`config.mk`:
```
export PLATFORM = sky130hd
export DESIGN_NAME = product_serializer
export DESIGN_NICKNAME = d
export VERILOG_FILES = /design/src/rtl/product_serializer_pkg.sv /design/src/rtl/nibble_to_ascii.sv /design/src/rtl/product_serializer.sv
export SDC_FILE = /design/constraint.sdc
export NUM_CORES = 1
export LEC_CHECK = 0
export ABC_AREA = 1
export BUFFER_PORTS_ARGS = -buffer_cell sky130_fd_sc_hd__buf_4
export CAP_MARGIN = 20
export CORE_ASPECT_RATIO = 1.5
export CORE_MARGIN = 4
export CORE_UTILIZATION = 49
export CTS_CLUSTER_DIAMETER = 120
export CTS_CLUSTER_SIZE = 30
export DETAILED_ROUTE_END_ITERATION = 7
export GPL_TIMING_DRIVEN = 0
export PLACE_DENSITY = 0.77
export SLEW_MARGIN = 20
export SYNTH_ARGS = -nofsm -noshare
export SYNTH_HDL_FRONTEND = slang
export SYNTH_SLANG_ARGS = --single-unit
```
`constraint.sdc`:
```
create_clock -name clk -period 1.32 [get_ports clk]
set_input_delay 0.264 -clock clk [delete_from_list [all_inputs] [get_ports clk]]
set_output_delay 0.264 -clock clk [all_outputs]
set_load 0.005 [all_outputs]
```
`src/rtl/product_serializer_pkg.sv`:
```
// ============================================================================
// Module  : product_serializer_pkg
// Purpose : Shared types and constants for the product word serializer.
//           Holds the state encoding, the ASCII line terminator bytes and
//           helpers that size a frame from the product word width.
// Rev     : 1.0  initial release
// ============================================================================
`default_nettype none

package product_serializer_pkg;

  // TERM is only reachable when the hex/ASCII framing is built in.
  typedef enum logic [1:0] {
    IDLE = 2'd0,
    SEND = 2'd1,
    TERM = 2'd2
  } state_e;

  localparam logic [7:0] ASCII_CR = 8'h0D;
  localparam logic [7:0] ASCII_LF = 8'h0A;

  // Raw framing: bytes needed to carry a w-bit word.
  function automatic int calc_nbytes(input int w);
    return (w + 7) / 8;
  endfunction

  // Hex framing: hex characters needed to carry a w-bit word.
  function automatic int calc_nhex(input int w);
    return (w + 3) / 4;
  endfunction

endpackage

`default_nettype wire

```
`src/rtl/nibble_to_ascii.sv`:
```
// ============================================================================
// Module  : nibble_to_ascii
// Purpose : Combinational conversion of one 4-bit value to its uppercase
//           ASCII hex character ('0'-'9', 'A'-'F').
// Ports   : nibble  in   4  value to convert
//           ascii   out  8  ASCII character code
// Rev     : 1.0  initial release
// ============================================================================
`default_nettype none

module nibble_to_ascii (
  input  logic [3:0] nibble,
  output logic [7:0] ascii
);

  // 'A' is 0x41, so values 10..15 map through an offset of 0x37.
  always_comb begin
    if (nibble < 4'd10) begin
      ascii = 8'h30 + {4'h0, nibble};
    end else begin
      ascii = 8'h37 + {4'h0, nibble};
    end
  end

endmodule

`default_nettype wire

```
`src/rtl/product_serializer.sv`:
```
// ============================================================================
// Module  : product_serializer
// Purpose : Accepts one product word over a valid/ready handshake and emits
//           it as a byte stream over a second valid/ready handshake. A frame
//           is fully drained before the next word is accepted.
//           Default build: raw binary, (DATA_W+7)/8 bytes, LSB byte first.
//           With PRODUCT_SERIALIZER_HEX_EN defined: (DATA_W+3)/4 uppercase
//           ASCII hex characters, MSB nibble first, followed by CR, LF.
// Ports   : clk        in   1       system clock, rising edge
//           rst        in   1       asynchronous active-low reset
//           in_data    in   DATA_W  product word
//           in_valid   in   1       in_data is valid
//           in_ready   out  1       block can accept a word (combinational)
//           out_data   out  8       current byte
//           out_valid  out  1       out_data is valid
//           out_ready  in   1       downstream accepts the byte
//           busy       out  1       a frame is in progress
// Rev     : 1.0  initial release
// ============================================================================
`default_nettype none

module product_serializer
  import product_serializer_pkg::*;
#(
  parameter int DATA_W = 36
) (
  input  logic              clk,
  input  logic              rst,
  input  logic [DATA_W-1:0] in_data,
  input  logic              in_valid,
  output logic              in_ready,
  output logic [7:0]        out_data,
  output logic              out_valid,
  input  logic              out_ready,
  output logic              busy
);

`ifdef PRODUCT_SERIALIZER_HEX_EN
  localparam int NHEX   = calc_nhex(DATA_W);
  localparam int SR_W   = 4 * NHEX;
  localparam int NFRAME = NHEX + 2;  // characters plus CR, LF
`else
  localparam int NBYTES = calc_nbytes(DATA_W);
  localparam int SR_W   = 8 * NBYTES;
  localparam int NFRAME = NBYTES;
`endif
  localparam int CNT_W  = $clog2(NFRAME + 1);

  state_e            state_q, state_d;
  logic [SR_W-1:0]   sr_q, sr_d;
  logic [CNT_W-1:0]  cnt_q, cnt_d;
  logic [7:0]        out_data_q, out_data_d;
  logic              out_valid_q, out_valid_d;
  logic              busy_q, busy_d;
  logic              xfer;

  // Held low during reset so nothing is accepted while flops are cleared.
  assign in_ready = (state_q == IDLE) && rst;
  assign xfer     = out_valid_q && out_ready;

`ifdef PRODUCT_SERIALIZER_HEX_EN
  logic [7:0] hex_char;

  // Converts the nibble that will be on the wire after this edge, so the
  // output byte can be registered together with the shift register.
  nibble_to_ascii u_nibble_to_ascii (
    .nibble (sr_d[SR_W-1 -: 4]),
    .ascii  (hex_char)
  );

  always_comb begin
    state_d = state_q;
    sr_d    = sr_q;
    cnt_d   = cnt_q;
    unique case (state_q)
      IDLE: begin
        if (in_valid && in_ready) begin
          sr_d    = SR_W'(in_data);
          cnt_d   = '0;
          state_d = SEND;
        end
      end
      SEND: begin
        if (xfer) begin
          sr_d  = sr_q << 4;
          cnt_d = cnt_q + CNT_W'(1);
          if (cnt_q == CNT_W'(NHEX - 1)) begin
            state_d = TERM;
          end
        end
      end
      TERM: begin
        if (xfer) begin
          cnt_d = cnt_q + CNT_W'(1);
          if (cnt_q == CNT_W'(NFRAME - 1)) begin
            state_d = IDLE;
          end
        end
      end
      default: state_d = IDLE;
    endcase
  end

  always_comb begin
    out_data_d = 8'h00;
    unique case (state_d)
      SEND:    out_data_d = hex_char;
      TERM:    out_data_d = (cnt_d == CNT_W'(NHEX)) ? ASCII_CR : ASCII_LF;
      default: out_data_d = 8'h00;
    endcase
  end
`else
  always_comb begin
    state_d = state_q;
    sr_d    = sr_q;
    cnt_d   = cnt_q;
    unique case (state_q)
      IDLE: begin
        if (in_valid && in_ready) begin
          sr_d    = SR_W'(in_data);
          cnt_d   = '0;
          state_d = SEND;
        end
      end
      SEND: begin
        if (xfer) begin
          sr_d  = sr_q >> 8;
          cnt_d = cnt_q + CNT_W'(1);
          if (cnt_q == CNT_W'(NFRAME - 1)) begin
            state_d = IDLE;
          end
        end
      end
      default: state_d = IDLE;
    endcase
  end

  always_comb begin
    out_data_d = (state_d == SEND) ? sr_d[7:0] : 8'h00;
  end
`endif

  // Any non-idle state is a frame in flight with a byte on offer.
  always_comb begin
    out_valid_d = (state_d != IDLE);
    busy_d      = (state_d != IDLE);
  end

  always_ff @(posedge clk or negedge rst) begin
    if (!rst) begin
      state_q     <= IDLE;
      sr_q        <= '0;
      cnt_q       <= '0;
      out_data_q  <= 8'h00;
      out_valid_q <= 1'b0;
      busy_q      <= 1'b0;
    end else begin
      state_q     <= state_d;
      sr_q        <= sr_d;
      cnt_q       <= cnt_d;
      out_data_q  <= out_data_d;
      out_valid_q <= out_valid_d;
      busy_q      <= busy_d;
    end
  end

  assign out_data  = out_data_q;
  assign out_valid = out_valid_q;
  assign busy      = busy_q;

endmodule

`default_nettype wire

```
# == After elaboration in Yosys (flattened, before gate mapping) ==
# Index checks and enable logic that the tools add are counted.
# word_totals
register_bits,54
elab_cells,30
# classes
n_addsub,1
n_eq_ne,5
mux,11
n_reduce_logical,7
# op_table
op,n
$mux 40,2
$pmux 40 s2,1
$mux 8,1
$mux 2,3
$mux 3,2
$pmux 3 s2,1
$eq 2x1->1 const B,2
$pmux 2 s2,1
$reduce_bool 2->1,2
$add 3x1->3 const B,1
$eq 3x3->1 const B,1
$logic_and 1x1->1,3
$reduce_and 3->1,1
$logic_not 2->1,1
$ne 2x1->1 const B,1
$ne 2x2->1 const B,1

# == Depth between registers and ports, before layout ==
# Gate-level depths: netlist (run 1).
# depth
depth_word,7
ltp_mapped,8

# == Least setup slack after synthesis (run 1) ==
# No wires, ideal clock.
# synth_path
path_type,register to register
startpoint,register busy (netlist name)
endpoint,register sr_q[19]
setup_ns,0.066
arrival_time_ns,1.220
required_time_ns,1.254
slack_ns,0.034
stages_incl_launch_ff,9
path_buffers,1
period_less_slack_ns,1.286
cell_sequence,dfrtp_1 > nand2_1 > inv_1 > nand2_2 > nand2_4 > inv_4 > buf_8 > nand2_2 > nand3_2
# synth_rtl
element,line_no,text
"end signal, assigned",product_serializer.sv:159,sr_q <= sr_d;
"end, declared",product_serializer.sv:50,"logic [SR_W-1:0] sr_q, sr_d;"

# == Worst setup path after layout (run 1) ==
# layout_path
startpoint,register state_q[1]
endpoint,register sr_q[8]
# layout_between
elab_chain_len,5
word_cells_on_any_way,9
classes_between,3 x eq/ne; 1 x mux; 5 x reduce/logical
# layout_lines
element,line_no,text
"start, declared",product_serializer.sv:49,"state_e state_q, state_d;"
"start signal, assigned",product_serializer.sv:158,state_q <= state_d;
$logic_not 2->1,"product_serializer.sv:58, product_serializer.sv:117",
$logic_and 1x1->1,product_serializer.sv:58,assign in_ready = (state_q == IDLE) && rst;
$logic_and 1x1->1,product_serializer.sv:119,if (in_valid && in_ready) begin
$ne 2x1->1 (no line),-,
$reduce_and 3->1 (no line),-,
# Parallel ways exist; a longest one is shown, timed or not.
# A chain may end at the register's enable or synchronous reset.

==> results of run 1 <==
worst register-to-register path, delay by kind of cell (launching register included):
kind	cells	cell delay, ps
buffers and inverters	2	240
flip-flops	1	470
AND/OR/NAND/NOR	5	570
per-stage QoR:
step	setup WS, ps	setup TNS [ps]	std cells	hold slack (ps)	utilization (%)
floorplan	34.4	0	283	-31.6	-
global placement	-607	-24530	399	326	59.9
detailed placement	-622	-25020	399	325	59.9
CTS	-57.6	-81.5	414	-179	63.7
global route	-136	-2780	423	-178	68.1
finish	-66.6	-784	423	-187	68.1
cells by family (layout without fill, tap and decap cells):
kind of cell / count (synthesis) / in the layout / synth area share (%)
compound gates: 13 / 13 / 3.25
fa+ha+maj: 2 / 2 / 1.03
buf+inv: 39 / 112 / 7.80
flops: 50 / 50 / 51.7
other cells: 1 / 1 / 0.155
simple gates: 178 / 179 / 36.1
layer usage:
| metal | wire [µm] | track usage [%] | vias up |
|---|---|---|---|
| li1 | - | - | 1021 |
| met1 | 2120 | 21.3 | 915 |
| met2 | 2940 | 30.9 | 52 |
| met3 | 221 | 3.59 | 7 |
| met4 | 82 | 6.57 | 0 |
| met5 | 0 | 0 | - |
how the worst min path moves through the flow:
stage	startpoint	end	slack, ps	cells after the start
6_report	rst	out_data[4]$_DFF_PN0_	-190	1
5_1_grt	rst	sr_q[26]$_DFFE_PN0P_	-180	1
4_1_cts	rst	sr_q[20]$_DFFE_PN0P_	-180	1
3_5_place_dp	rst	sr_q[3]$_DFF_PN0_	330	1
3_3_place_gp	rst	out_data[3]$_DFF_PN0_	330	1
2_1_floorplan	rst	busy$_DFF_PN0_	-30	0
flip-flops by register name (all words and copies together) (netlist names):
register	count
state_q	2
sr_q	36
cnt_q	3
out_data	8
busy	1
power groups by stage:
stage | sequential, mW | combinational, mW | clock (mW)
2_1_floorplan | 1.93 | 0.446 | 0
3_3_place_gp | 1.95 | 0.660 | 0
3_5_place_dp | 1.96 | 0.682 | 0
4_1_cts | 1.93 | 0.719 | 0.924
5_1_grt | 1.97 | 0.907 | 0.989
6_report | 1.94 | 0.795 | 0.903
synthesized netlist by cell type (all sizes together):
cell type and instances:
nand2 127, dfrtp 50, inv 29, nand3 29
nor2 16, buf 9, a21oi 6, nand4 6
o21ai 6, ha 2, clkbuf 1, conb 1
o211ai 1
placed cells by master, fill, tap and decap left out, types with 4 or more instances in the layout:
cell,n
nand2_1,107
buf_4,62
dfrtp_1,48
inv_1,22
nand3_1,15
nand2_2,14
nand3_2,13
nor2_1,8
nand4_1,6
nand2_4,6
clkbuf_8,6
inv_2,5
nor2_4,5
o21ai_0,4
nor2_2,4
cell type report:
class                      count  area [µm²]  share of cell area (%)
inverter                      29         121                    3.70
sequential                    50        1250                    38.3
buffer                        10         111                    3.40
multi-input combinational    195        1050                    32.0
clock inverter                 1        5.00                   0.153
tap                           66        82.6                    2.52
clock buffer                   7        86.3                    2.63
timing repair buffer          65         569                    17.4
repair_timing:
item | CTS | global route
cloned | 0 | 4
gates resized for setup | 13 | 25
buffers inserted | 7 | 5
endpoints found under the hold margin | 50 | 50
pin swaps | 3 | 8
setup endpoints to repair | 47 | 49
==> impl_metrics.toml, run 1 <==
[run_status]
status = "finished with violations"
violations = "negative hold slack, negative setup slack"

[critical_path]
cp_slowest_cell = "dfrtp_2"
regToRegEndpoint = "sr_q[8]$_DFFE_PN0P_"
crit_end = "sr_q[8]$_DFFE_PN0P_"
r2r_start = "state_q[1]$_DFF_PN0_"
path_cells = "nor2_4 > nand3_4 > nand2_4 > inv_8 > clkbuf_16 > nand2_2 > nand3_2"
worstSetupStartpoint = "state_q[1]$_DFF_PN0_"
ff2ff_path_depth = 7
cp_num_buf_inv = 2
critPathKind = "reg2reg"
worstSetupStartpointType = "flip-flop"
cp.depth = 7
critical_path_arrival_ps = 1580
ff2ff_setup_slack_ps = -70
crit_family = "simple AND/OR/NAND/NOR gates"
cp_slowest_stage_delay_ps = 470
crit_fanout = 11
worstPathRequired_ps = 1510
cp-end-kind = "flip-flop"

[pwr]
pwr-share-clk_pct = 24.8
peakVddDrop_mv = 0.871
pwr_density_cell_mw_per_mm2 = 1110
p_leak_nw = 1.77
internal_power_mw = 2.60
pwr-share-comb_pct = 21.9
p_sw_share_pct = 28.5
p_switching_mw = 1.04
p_seq_share_pct = 53.3
power_mw = 3.64

[route]
final_antenna_net_count = 0
dr.first_iter.drc_count = 96
drt-total-wl_um = 5360
detail_route.drc_violations = 0
drtPass1Iterations = 4
vias = 1995
wl_per_cell_um = 12.7
vias_per_cell = 4.72

[synth]
syn_inst = 283
synth.distinct_cells = 26
syn-num-nets = 325
yosys.area.top_type = "dfrtp_1"
synth_seq_cells = 50
synth_seq_area_share_pct = 51.7
syn_avg_cell_area_um2 = 8.56
yosysWarnings = 0
ys_top_cells_by_area = "dfrtp_1, nand2_1, nand2_2, nand3_2, nand3_1"
synth_top_area_share_pct = 51.7
syn_area_mm2 = 0.00242

[run]
cap_viol_max_count = 0

[die]
num_rows = 31
core_region_area_mm2 = 0.00481
io_pins = 51
die_x_um = 65.4
fp.dieArea_mm2 = 0.00616
dieHeight_um = 94.1
start_util_pct = 50.4

[sta]
rsz0062_at_grt = "true"
timing.fmax_mhz = 721
post-route-period-util_pct = 105
min_period_ps = 1390
finalSetupViolCount = 23
hold_violations = 50
holdWs_ps = -187
drv_slew = 0
fin_ws_ps = -66.6
finClkSkew_ps = 5.50

[global_route]
gr-total-overflow = 0
grt_util_all_layers_pct = 17.8
antenna_found_initial = 0
grt_pass1_wl_um = 8520
grt_pass1_vias = 1964
grt_max_degree = 52

[layout]
fin_nets = 398
n_antenna_cell = 0
drive_above_1_share_pct = 38.7
fillerInstances = 422
design_area_mm2 = 0.00328
areaGrowthSynthToFinish_pct = 35.3

[clock_network]
cts_sinks = 50
clk_latency_ps = 300
cts_buffers = 5
cts_tree = "yes"
h-tree-depth = 2
path_clk_slew_ps = 80
cts-root-buf = "clkbuf_8"
clock_path_buffers = 2

[hold_path]
hp-class = "in2async"

[placed_design]
dp_hpwl_um = 3500
io_buffer_count = 50
gp_congestion = 0.820
placed_cell_area_mm2 = 0.00288
No activity file was read; power rests on OpenSTA's default activity.
==> run 2: changes to the inputs <==
--- a/config.mk
+++ b/config.mk
@@ -10,12 +10,12 @@
 export CAP_MARGIN = 20
 export CORE_ASPECT_RATIO = 1.5
 export CORE_MARGIN = 4
-export CORE_UTILIZATION = 49
+export CORE_UTILIZATION = 51
 export CTS_CLUSTER_DIAMETER = 120
 export CTS_CLUSTER_SIZE = 30
 export DETAILED_ROUTE_END_ITERATION = 7
 export GPL_TIMING_DRIVEN = 0
-export PLACE_DENSITY = 0.77
+export PLACE_DENSITY = 0.76
 export SLEW_MARGIN = 20
 export SYNTH_ARGS = -nofsm -noshare
 export SYNTH_HDL_FRONTEND = slang
==> constraint.sdc (replaced) <==
create_clock -name clk -period 1.72 [get_ports clk]
set_input_delay 0.344 -clock clk [delete_from_list [all_inputs] [get_ports clk]]
set_output_delay 0.344 -clock clk [all_outputs]
set_load 0.005 [all_outputs]
==> impl_metrics.toml, run 2 (synthesis gave the netlist of run 1 again) <==
[clock_network]
cts_tree = "yes"
cts_sinks = 50
post_cts_buffers = 0
h-tree-depth = 2
cts_buffers = 5
cts-root-buf = "clkbuf_8"
path_clk_slew_ps = 90
clk_latency_ps = 300
clock_path_buffers = 2

[pwr]
pwr_density_cell_mw_per_mm2 = 906
peakVddDrop_mv = 0.628
p_leak_nw = 1.63

[critical_path]
path_cells = "buf_8 > clkbuf_2 > inv_1 > nor2_1 > buf_4"
cp_slowest_stage_delay_ps = 290
cp_num_buf_inv = 4
worstPathRequired_ps = 1380
crit_family = "buffers and inverters"
cp_slowest_cell = "buf_8"
worstSetupStartpointType = "primary input"
critical_path_arrival_ps = 1220
cp-end-kind = "output port"
crit_fanout = 51
critPathKind = "in2out"

[placed_design]
gp_congestion = 0.802
io_buffer_count = 50
dp_hpwl_um = 3510

[sta]
holdWs_ps = -76.6
post-route-period-util_pct = 90.8
drv_slew = 0
finalSetupViolCount = 0
hold_violations = 50
min_period_ps = 1560
finClkSkew_ps = 6.94
setup_tns_ps = 0
rsz0062_at_grt = "false"
timing.fmax_mhz = 640

[layout]
largest_reg_flops = 36
n_antenna_cell = 0
final_common_cell = "nand2_1"
final_util_pct = 65.0
fillerInstances = 428
drive_above_1_share_pct = 32.0
most-common-layout-cells = "nand2_1, buf_4, dfrtp_1"
seqCellArea_mm2 = 0.00125
largest_register = "sr_q"
areaGrowthSynthToFinish_pct = 22.9
fin_nets = 382
multi_input_area_um2 = 982

[run_status]
status = "finished with violations"
violations = "negative hold slack"

[route]
dr.first_iter.drc_count = 75
detail_route.drc_violations = 0
vias_per_cell = 4.76
drtPass1Iterations = 4
drt-total-wl_um = 4810
wl_per_cell_um = 11.9
vias = 1928
final_antenna_net_count = 0

[die]
core_region_area_mm2 = 0.00458
fp.dieArea_mm2 = 0.00594
start_util_pct = 52.9
dieHeight_um = 92.4
num_rows = 30
die_x_um = 64.3
io_pins = 51

[global_route]
antenna_found_initial = 0
top_usage_layer = "met2"
use_met2_pct = 29.7
grt_use_met3_pct = 2.91
gr-total-overflow = 0
grt_pass1_vias = 1851
grt_max_degree = 52
grt_pass1_wl_um = 8190
use_met1_pct = 22.1
grt_util_all_layers_pct = 17.6

[hold_path]
hp-class = "in2async"

[run]
cap_viol_max_count = 0
==> run 2: what timing repair did <==
action                                  in CTS  in global routing
endpoints found under the hold margin       50                 50
endpoints found under the setup margin       1                  1
gates resized for setup                      1                  2
==> run 2: worst register-to-register path, stage by stage (launching register included) <==
cell	delay, ps
dfrtp_1	410
nand2_1	310
inv_1	120
nand2_2	110
nand2_4	80
inv_4	130
buf_8	170
nand2_2	60
nand3_2	50
==> run 2: report_power, final <==
group	total, mW	internal [mW]	switching, mW
Combinational	0.520	0.243	0.277
Clock	0.692	0.325	0.367
Sequential	1.48	1.37	0.113
Total	2.70	1.94	0.757
==> run 2: final timing paths <==
| path | from | end | slack (ps) | depth (start not counted) |
|---|---|---|---|---|
| setup / recovery | rst | in_ready | 160 | 5 |
| setup reg to reg | busy$_DFF_PN0_ | sr_q[22]$_DFFE_PN0P_ | 220 | 8 |
| hold reg to reg | sr_q[32]$_DFFE_PN0P_ | sr_q[32]$_DFFE_PN0P_ | 480 | 2 |
| min in group clk | in_data[29] | sr_q[29]$_DFFE_PN0P_ | 240 | 3 |
| hold / removal | rst | sr_q[3]$_DFF_PN0_ | -80 | 1 |
| max in group asynchronous | rst | sr_q[13]$_DFFE_PN0P_ | 1500 | 1 |
==> run 2: per-layer routing <==
layer  vias up  share of wire (%)
li1        985                  -
met1       890                 42
met2        48                 52
met3         5                4.4
met4         0                1.5
met5         -                  0
==> run 2: through the flow <==
stage / power (mW) / setup WS (ps) / std cells / instance area (µm²)
CTS: 2.72 / 52.0 / 405 / 2970
floorplan: 1.83 / 434 / 283 / 2420
detailed placement: 2.03 / -309 / 397 / 2880
global route: 2.87 / 11.4 / 405 / 2980
finish: 2.70 / 158 / 405 / 2980
global placement: 2.00 / -290 / 397 / 2880
==> run 2: area by class of cell <==
type / count / share of cell area, %
inverters: 29 / 3.83
flip-flops and latches: 50 / 42.0
well taps: 64 / 2.69
multi-input cells: 194 / 33.0
clock buffers: 7 / 2.90
repair buffers: 50 / 12.9
clock inverters: 1 / 0.168
plain buffers: 10 / 2.52
==> run 3: changes to the inputs <==
--- a/config.mk
+++ b/config.mk
@@ -5,7 +5,6 @@
 export SDC_FILE = /design/constraint.sdc
 export NUM_CORES = 1
 export LEC_CHECK = 0
-export ABC_AREA = 1
 export BUFFER_PORTS_ARGS = -buffer_cell sky130_fd_sc_hd__buf_4
 export CAP_MARGIN = 20
 export CORE_ASPECT_RATIO = 1.5
@@ -15,7 +14,7 @@
 export CTS_CLUSTER_SIZE = 30
 export DETAILED_ROUTE_END_ITERATION = 7
 export GPL_TIMING_DRIVEN = 0
-export PLACE_DENSITY = 0.76
+export PLACE_DENSITY = 0.77
 export SLEW_MARGIN = 20
 export SYNTH_ARGS = -nofsm -noshare
 export SYNTH_HDL_FRONTEND = slang
==> impl_metrics.toml, run 3 <==
[run_status]
status = "finished with violations"
violations = "negative hold slack"

[sta]
finalSetupViolCount = 0
hold_violations = 36
fin_ws_ps = 104
post-route-period-util_pct = 94.0
timing.fmax_mhz = 619
finClkSkew_ps = 7.30
min_period_ps = 1620
drv_slew = 0
holdWs_ps = -25.6

[die]
core_region_area_mm2 = 0.00432
start_util_pct = 54.0
die_x_um = 63.2
fp.dieArea_mm2 = 0.00574
num_rows = 29
dieHeight_um = 90.8
io_pins = 51

[critical_path]
crit_end = "out_data[3]$_DFF_PN0_"
ff2ff_setup_slack_ps = 100
crit_fanout = 10
cp_slowest_stage_delay_ps = 460
cp_num_buf_inv = 2
critPathKind = "reg2reg"
ff2ff_path_depth = 5
regToRegEndpoint = "out_data[3]$_DFF_PN0_"
r2r_start = "state_q[1]$_DFF_PN0_"
worstSetupStartpointType = "flip-flop"
cp.depth = 5
cp_slowest_cell = "dfrtp_2"
worstSetupStartpoint = "state_q[1]$_DFF_PN0_"
critical_path_arrival_ps = 1820
crit_family = "buffers and inverters"
path_cells = "and4b_1 > buf_2 > clkbuf_4 > nand2_1 > a32oi_1"
cp-end-kind = "flip-flop"
worstPathRequired_ps = 1930

[clock_network]
cts_buffers = 5
clk_latency_ps = 300
h-tree-depth = 2
path_clk_slew_ps = 90
cts_tree = "yes"
clock_path_buffers = 2
cts_sinks = 50
post_cts_buffers = 0
cts-root-buf = "clkbuf_8"

[layout]
areaGrowthSynthToFinish_pct = 23.8
drive_above_1_share_pct = 29.6
most-common-layout-cells = "buf_4, dfrtp_1, a22o_1"
fillerInstances = 350
largest_register = "sr_q"
largest_reg_flops = 36
seqCellArea_mm2 = 0.00125
final_common_cell = "buf_4"
fin_nets = 301
n_antenna_cell = 0
multi_input_area_um2 = 955

[route]
wl_per_cell_um = 17.1
dr.first_iter.drc_count = 68
final_antenna_net_count = 0
vias_per_cell = 5.96
drt-total-wl_um = 5230
vias = 1824
detail_route.drc_violations = 0
drtPass1Iterations = 4

[synth]
syn_inst = 202
synth.distinct_cells = 33
synth_top_area_share_pct = 53.7
syn_area_mm2 = 0.00233
ys_top_cells_by_area = "dfrtp_1, a22o_1, a21o_1, and4b_1, o21ai_0"
yosys.area.top_type = "dfrtp_1"
synth_seq_area_share_pct = 53.7
synth_edf_count = 0
yosysWarnings = 0
synth-main-ff-cell = "dfrtp_1"
async_flop_share_pct = 100
synth_common_cells = "dfrtp_1, a22o_1, a21o_1"
syn-num-nets = 244
synth_seq_cells = 50
synth.most_common_cell = "dfrtp_1"
syn_avg_cell_area_um2 = 11.5

[pwr]
power_mw = 2.74
pwr_density_cell_mw_per_mm2 = 950
p_leak_nw = 1.52
peakVddDrop_mv = 0.674

[run]
cap_viol_max_count = 0

[global_route]
antenna_found_initial = 0
grt_max_degree = 57
gr-total-overflow = 0
grt_pass1_vias = 1837
grt_pass1_wl_um = 8980
grt_util_all_layers_pct = 19.5

[placed_design]
io_buffer_count = 50
dp_hpwl_um = 3720
preCtsSetupSlack_ps = -338
gp_congestion = 0.800

[hold_path]
hp-class = "in2async"
==> run 3: final cells by class <==
class | count | share of cell area, %
sequential | 50 | 43.5
clock inverter | 1 | 0.303
timing repair buffer | 50 | 13.1
inverter | 8 | 1.04
tap | 46 | 1.99
buffer | 15 | 3.64
multi-input combinational | 129 | 33.1
clock buffer | 7 | 3.34
==> run 3: metal layers <==
layer,vias up,GRT usage [%],part of all wire (%)
met5,-,0,0
li1,876,-,-
met1,872,24.5,40
met3,11,4.36,6.5
met4,0,7.57,2.5
met2,65,32.3,51
==> run 3: power by group <==
part           leakage, nW  total (mW)  internal [mW]  switching (mW)
Clock               0.0544       0.748          0.369           0.379
Combinational        0.831       0.479          0.276           0.203
Sequential           0.633        1.52           1.38           0.135
Total                 1.52        2.74           2.03           0.717
==> run 3: how the worst min path moves through the flow <==
stage               depth (start not counted)  slack, ps               endpoint  from
finish                                      1        -30  out_data[4]$_DFF_PN0_   rst
global route                                1         10   sr_q[11]$_DFFE_PN0P_   rst
CTS                                         1         -9   sr_q[11]$_DFFE_PN0P_   rst
detailed placement                          1        420  out_data[4]$_DFF_PN0_   rst
global placement                            1        420  out_data[4]$_DFF_PN0_   rst
floorplan                                   0         50         busy$_DFF_PN0_   rst
==> run 3: cells by family after synthesis <==
family | Yosys count | share of synthesized area [%]
AND/OR/NAND/NOR | 35 | 9.34
AO/OA/AOI/OAI | 88 | 28.9
buffers and inverters | 23 | 5.58
other | 1 | 0.161
adder cells (fa/ha/maj) | 2 | 1.07
multiplexers | 3 | 1.29
flip-flops | 50 | 53.7
==> run 3: worst reg2reg max path: stages, from the launching register on <==
cell and delay, ps:
dfrtp_2 460, and4b_1 260, buf_2 220, clkbuf_4 280
nand2_1 100, a32oi_1 210
==> run 3: what timing repair did <==
action,CTS,global route
pin swaps,0,0
setup endpoints to repair,11,18
gates cloned,0,0
resized for setup,3,7
endpoints found under the hold margin,43,0
==> run 3: through the flow <==
stage                     instance area [µm²]  hold slack, ps  std cells  util [%]  setup TNS, ps
after floorplan                          2330            48.4        202         -              0
after global placement                   2760             420        298      64.0          -9150
after detailed placement                 2760             416        298      64.0          -9660
after CTS                                2880           -8.58        306      66.6              0
after global routing                     2890            12.3        306      66.9          -14.8
final                                    2890           -25.6        306      66.9              0
